<file path="src/rtl/ecpri_pkg.sv">
// Shared definitions for the eCPRI payload RAM arbiter.
package ecpri_pkg;

    localparam int NUM_PORTS = 3;
    localparam int PORT_RX   = 0;
    localparam int PORT_TX   = 1;
    localparam int PORT_HOST = 2;

    typedef enum logic [1:0] {
        ARB_IDLE  = 2'd0,
        ARB_GRANT = 2'd1,
        ARB_GAP   = 2'd2
    } arb_state_t;

    // Next port in round-robin order, wrapping 2 -> 0.
    function automatic logic [1:0] port_next(input logic [1:0] idx);
        return (idx == 2'd2) ? 2'd0 : idx + 2'd1;
    endfunction

endpackage

</file>
<file path="src/rtl/ecpri_rr_pick.sv">
// Combinational round-robin finder: first set request bit searching upward
// from ptr with wrap, returned both one-hot and as an index.
module ecpri_rr_pick
    import ecpri_pkg::*;
(
    input  logic [NUM_PORTS-1:0] req,
    input  logic [1:0]           ptr,
    output logic [NUM_PORTS-1:0] pick,
    output logic [1:0]           pick_idx,
    output logic                 found
);

    // Scan from ptr, the first hit wins.
    always_comb begin
        pick     = '0;
        pick_idx = 2'd0;
        found    = 1'b0;
        for (int k = 0; k < NUM_PORTS; k++) begin
            int c;
            c = int'(ptr) + k;
            if (c >= NUM_PORTS) c = c - NUM_PORTS;
            if (!found && req[c]) begin
                found    = 1'b1;
                pick[c]  = 1'b1;
                pick_idx = 2'(c);
            end
        end
    end

endmodule

</file>
<file path="src/rtl/ecpri_mem_arb.sv">
// Round-robin arbiter sharing the byte-wide eCPRI payload RAM between the
// rx copier, tx reader and host port, with bounded bursts and a registered
// command path. Read data is steered back using a pipelined owner tag.
module ecpri_mem_arb
    import ecpri_pkg::*;
#(
    parameter int DATA_WIDTH = 8,
    parameter int ADDR_WIDTH = 16,
    parameter int MAX_BURST  = 16
) (
    input  logic                            clk,
    input  logic                            reset,
    input  logic [NUM_PORTS-1:0]            req,
    output logic [NUM_PORTS-1:0]            gnt,
    input  logic [NUM_PORTS*ADDR_WIDTH-1:0] addr_in,
    input  logic [NUM_PORTS*DATA_WIDTH-1:0] wdata_in,
    input  logic [NUM_PORTS-1:0]            we_in,
    output logic [DATA_WIDTH-1:0]           rd_data,
    output logic [NUM_PORTS-1:0]            rd_valid,
    output logic [ADDR_WIDTH-1:0]           mem_addr,
    output logic [DATA_WIDTH-1:0]           mem_wdata,
    output logic                            mem_we,
    output logic                            mem_oe,
    input  logic [DATA_WIDTH-1:0]           mem_rdata
);

    localparam logic [7:0] BURST_LAST = 8'(MAX_BURST - 1);

    arb_state_t state, state_nxt;
    logic [1:0]           ptr, ptr_nxt;
    logic [1:0]           own, own_nxt;
    logic [7:0]           burst_cnt, cnt_nxt;
    logic [NUM_PORTS-1:0] gnt_nxt;

    logic [NUM_PORTS-1:0] pick;
    logic [1:0]           pick_idx;
    logic                 pick_found;

    logic                  access;
    logic                  last_access;
    logic [ADDR_WIDTH-1:0] sel_addr;
    logic [DATA_WIDTH-1:0] sel_wdata;
    logic                  sel_we;

    // Owner tag of the command currently on the RAM bus.
    logic [NUM_PORTS-1:0]  rd_own_p1;

    ecpri_rr_pick u_pick (
        .req      (req),
        .ptr      (ptr),
        .pick     (pick),
        .pick_idx (pick_idx),
        .found    (pick_found)
    );

    // An access is a granted cycle whose owner still requests.
    assign access      = (state == ARB_GRANT) && |(req & gnt);
    assign last_access = access && (burst_cnt == BURST_LAST);
    assign rd_data     = mem_rdata;

    // State register.
    always_ff @(posedge clk) begin
        if (reset) state <= ARB_IDLE;
        else       state <= state_nxt;
    end

    // Next-state logic.
    always_comb begin
        state_nxt = state;
        case (state)
            ARB_IDLE:  if (pick_found) state_nxt = ARB_GRANT;
            ARB_GRANT: begin
                if (!access)         state_nxt = ARB_IDLE;
                else if (last_access) state_nxt = ARB_GAP;
            end
            ARB_GAP:   state_nxt = ARB_IDLE;
            default:   state_nxt = ARB_IDLE;
        endcase
    end

    // Grant, pointer and burst-count updates for the next edge.
    always_comb begin
        gnt_nxt = gnt;
        own_nxt = own;
        ptr_nxt = ptr;
        cnt_nxt = burst_cnt;
        case (state)
            ARB_IDLE: begin
                if (pick_found) begin
                    gnt_nxt = pick;
                    own_nxt = pick_idx;
                    cnt_nxt = 8'd0;
                end
            end
            ARB_GRANT: begin
                if (!access || last_access) begin
                    gnt_nxt = '0;
                    ptr_nxt = port_next(own);
                end
                if (access) cnt_nxt = burst_cnt + 8'd1;
            end
            default: gnt_nxt = '0;
        endcase
    end

    // Command mux: steer the granted port's address/data/direction.
    always_comb begin
        sel_addr  = '0;
        sel_wdata = '0;
        sel_we    = 1'b0;
        for (int p = 0; p < NUM_PORTS; p++) begin
            if (gnt[p]) begin
                sel_addr  = addr_in[p*ADDR_WIDTH +: ADDR_WIDTH];
                sel_wdata = wdata_in[p*DATA_WIDTH +: DATA_WIDTH];
                sel_we    = we_in[p];
            end
        end
    end

    // Control registers.
    always_ff @(posedge clk) begin
        if (reset) begin
            gnt       <= '0;
            own       <= 2'd0;
            ptr       <= 2'd0;
            burst_cnt <= 8'd0;
        end else begin
            gnt       <= gnt_nxt;
            own       <= own_nxt;
            ptr       <= ptr_nxt;
            burst_cnt <= cnt_nxt;
        end
    end

    // Stage 1: registered RAM command; address and data hold between accesses.
    always_ff @(posedge clk) begin
        if (reset) begin
            mem_addr  <= '0;
            mem_wdata <= '0;
            mem_we    <= 1'b0;
            mem_oe    <= 1'b0;
            rd_own_p1 <= '0;
        end else begin
            mem_we <= access && sel_we;
            mem_oe <= access && !sel_we;
            if (access) begin
                mem_addr  <= sel_addr;
                mem_wdata <= sel_wdata;
                rd_own_p1 <= gnt;
            end
        end
    end

    // Stage 2: read-data-valid strobe to the port that issued the read.
    always_ff @(posedge clk) begin
        if (reset) rd_valid <= '0;
        else       rd_valid <= mem_oe ? rd_own_p1 : '0;
    end

endmodule

</file>
<file path="config.mk">
export PLATFORM = sky130hd
export DESIGN_NAME = ecpri_mem_arb
export DESIGN_NICKNAME = d
export VERILOG_FILES = /design/src/rtl/ecpri_pkg.sv /design/src/rtl/ecpri_rr_pick.sv /design/src/rtl/ecpri_mem_arb.sv
export SDC_FILE = /design/constraint.sdc
export NUM_CORES = 1
export LEC_CHECK = 0
export ABC_AREA = 1
export ABC_CLOCK_PERIOD_IN_PS = 1800
export CAP_MARGIN = 40
export CORE_ASPECT_RATIO = 1.5
export CORE_MARGIN = 2
export CORE_UTILIZATION = 37
export CTS_BUF_LIST = sky130_fd_sc_hd__clkbuf_16
export DETAILED_ROUTE_END_ITERATION = 12
export PLACE_DENSITY = 0.85
export SLEW_MARGIN = 20
export SYNTH_ARGS = -nofsm -noshare
export SYNTH_HDL_FRONTEND = slang
export SYNTH_SLANG_ARGS = --single-unit
</file>
<file path="constraint.sdc">
create_clock -name clk -period 1.8 [get_ports clk]
set_clock_uncertainty 0.1 [all_clocks]
set_input_delay 0.18 -clock clk [delete_from_list [all_inputs] [get_ports clk]]
set_output_delay 0.18 -clock clk [all_outputs]
set_load 0.01 [all_outputs]
</file>
==> summary.txt <==
Status
  – Outcome: finished clean

Logic synthesis
  – Register area share after synthesis: around 36%
  – Multiplexer area fraction after synthesis: 0%
  – Post-Synth Simple-Gate Area: about a third
  – Gate Count Post-Synth: between 400 and 500
  – Syn avg cell area: about 6.7 um2
  – Most area-hungry cell type in the Yosys netlist: dfxtp_1
  – Total nets after synthesis: 495
  – Unique masters post-synth: 32
  – Main combinational cell family by area after synthesis: simple AND/OR/NAND/NOR gates
  – Post-synth top area share: ~36%
  – Register bit count reported by yosys: between 40 and 50
  – Synth Area in Compound Gates: 15.5%
  – Post-Syn Area: about 2700 um2
  – Post-synthesis xor/xnor area fraction: less than 1%
  – Synth Area in Adders: under 10%
  – Ranking of synthesized cells by area: dfxtp_1 (36%), nand2_1 (14%), nand3_1 (13%), o21ai_0 (8.7%), inv_1 (3.5%)
  – Synth warn: 0

Floorplanning
  – Die area: 8010 um2
  – Die Span Y: around 110 um
  – Area of the core: around 7100 um2
  – Die Span X: 73.8 um
  – Starting density of the core: about 38%
  – Row cnt: 38
  – I/O Pins: ~130

Clock network
  – Worst skew pair latency: between 200 and 300 ps
  – H-tree levels: 2
  – CTS Buf Count: 5
  – Clock tree sinks: 49
  – Root Buffer: clkbuf_16
  – Worst-case clock buffer depth: 2
  – Reg clk slew, reported paths: 60 ps
  – CTS tree: built

Place
  – # port buffers: between 100 and 150
  – Placed instance area: just under 4000 um2
  – Placer Congestion: between 0.8 and 0.9
  – Post-DP HPWL: between 6000 and 7000 um
  – Place WS: -109 ps

Power
  – Pwr Density: 1270 nW/um2
  – VDD IR-drop max: around 660 uV
  – Final total power: 5.32 mW
  – Lkg Pwr: approximately 1.7 nW

Setup path
  – Worst reg2reg setup slack: about 37 ps
  – Worst Path Max Fanout: 7
  – WP data required: around 1900 ps
  – Crit end category: flop
  – CP Data Arrival Time: between 1500 and 2000 ps
  – Critical path class: reg -> reg
  – Type of origin of the critical path: flop

Timing
  – Final setup vio count: 0
  – Fin worst setup slack: approximately 37 ps
  – Final-report hold violation count: 0
  – Slew Limit Headroom: 64.6%
  – Worst Tran Pin Value: roughly 530 ps
  – Max Fclk: roughly 570 MHz
  – Final setup TNS: 0 ps
  – Slew Viols, Final: 0
  – Fin crit period: roughly 1800 ps
  – Final Cycle Share: slightly below 100%
  – RSZ-0062 raised after global routing: yes

Drt
  – WL/cell: around 13 um
  – Drt drc: 0
  – Drt pass-1 iters: 4
  – Vias: 3,102
  – Initial drt markers: just over 90
  – Total Wirelength: roughly 8000 um
  – Post-route ant nets: 0
  – Vias per cell: about 5.2

Final layout
  – Ant diodes: 0
  – Most frequent cells in the layout: clkdlybuf4s50_1 (111), nand2_1 (96), nand3_1 (67)
  – Design area: around 4200 um2
  – Layout cells sized above 1: roughly an eighth
  – Final #Nets: about 610
  – Syn-to-layout area delta: 55.3%
  – Commonest non-fill, non-tap cell in the layout: clkdlybuf4s50_1

Global routing
  – Pin count of the biggest net entering global routing: between 50 and 60
  – Initial antenna violation count: 0
  – Vias in the first global route: 3,163
  – Total gr overflow: 0
  – GRT Util Overall: between 20% and 30%
  – First-pass GRT wire length: around 13,000 um

Worst hold path
  – Hold crit path type: in -> out

Job
  – Max_cap viols: 0
power breakdown:
group          switching [mW]  total [mW]  internal [mW]
registers              0.0838        1.32           1.23
clock network           0.372       0.869          0.497
logic                    1.74        3.14           1.39
synthesized netlist by cell type:
cell,number
nand3_4,1
o211ai_1,1
nand3_1,68
buf_4,8
xnor2_1,1
o21ai_1,12
nor3_1,2
nor2_1,20
o21ai_0,47
buf_6,2
ha_1,5
o21ai_2,1
nand2_4,1
nand2_2,5
a21oi_2,1
a21oi_1,17
inv_1,25
dfxtp_1,49
buf_2,11
buf_1,2
clkbuf_1,6
nand3_2,2
nor3b_1,2
nand2_1,100
o22ai_1,1
and3_1,1
inv_2,4
nor2_2,2
clkbuf_8,1
nand4_1,1
a21o_1,1
xor2_1,2
worst paths after layout:
check,cells after the start,start,to
max,12,ptr[0]$_SDFFE_PP0P_,gnt[2]$_SDFFE_PP0P_
min,0,mem_rdata[7],rd_data[7]
max reg2reg,12,ptr[0]$_SDFFE_PP0P_,gnt[2]$_SDFFE_PP0P_
min reg2reg,2,rd_own_p1[1]$_SDFFE_PP0P_,rd_valid[1]$_SDFF_PP0_
cells by family after synthesis:
logic type | Yosys count
DFF | 49
buffers and inverters | 59
AOI/OAI and AO/OA | 81
adders and majority gates | 5
and+or+nand+nor | 205
xor gates and xnor gates | 3
flip-flops by register name, summed over array words and instances, names as in the netlist:
| name | cells |
|---|---|
| burst_cnt | 8 |
| gnt | 3 |
| mem_addr | 16 |
| mem_oe | 1 |
| mem_wdata | 8 |
| mem_we | 1 |
| own | 2 |
| ptr | 2 |
| rd_own_p1 | 3 |
| rd_valid | 3 |
| state | 2 |
layout make-up:
type | count | area, um2
Fill cell | 638 | 2940
Inverter | 29 | 111
Clock inverter | 2 | 7.51
Tap cell | 80 | 100
Clock buffer | 5 | 125
Sequential cell | 49 | 986
Multi-Input combinational cell | 294 | 1500
Timing Repair Buffer | 139 | 1370
repair_timing:
item	in CTS	in global routing
gates resized for setup	8	18
buffers inserted	0	4
pin swaps	0	9
hold buffers	0	0
endpoints found under the setup margin	12	15
metal layers:
layer | wire length, um | vias up | track usage, %
li1 | - | 1547 | -
met1 | 2910 | 1399 | 22.2
met2 | 4190 | 123 | 37.1
met3 | 536 | 33 | 4.53
met4 | 317 | 0 | 12.1
met5 | 0 | - | 0
metrics by stage:
step | util [%] | cells | hold slack [ps]
2_1_floorplan | - | 402 | 149
3_3_place_gp | 55.2 | 586 | 260
3_5_place_dp | 55.4 | 587 | 260
4_1_cts | 57.8 | 594 | 260
5_1_grt | 58.8 | 598 | 260
6_report | 58.8 | 598 | 260
worst max-delay path: stages, from the launching register on:
cell     delay (ps)
dfxtp_2         330
inv_2            50
ha_4            310
inv_4            50
nand2_4          60
nand3_2          70
nand2_2          90
buf_6           110
buf_4            90
nand4_1         120
nand2_2         130
nand2_1          70
a21oi_2         120
(Power assumes the default switching activity.)
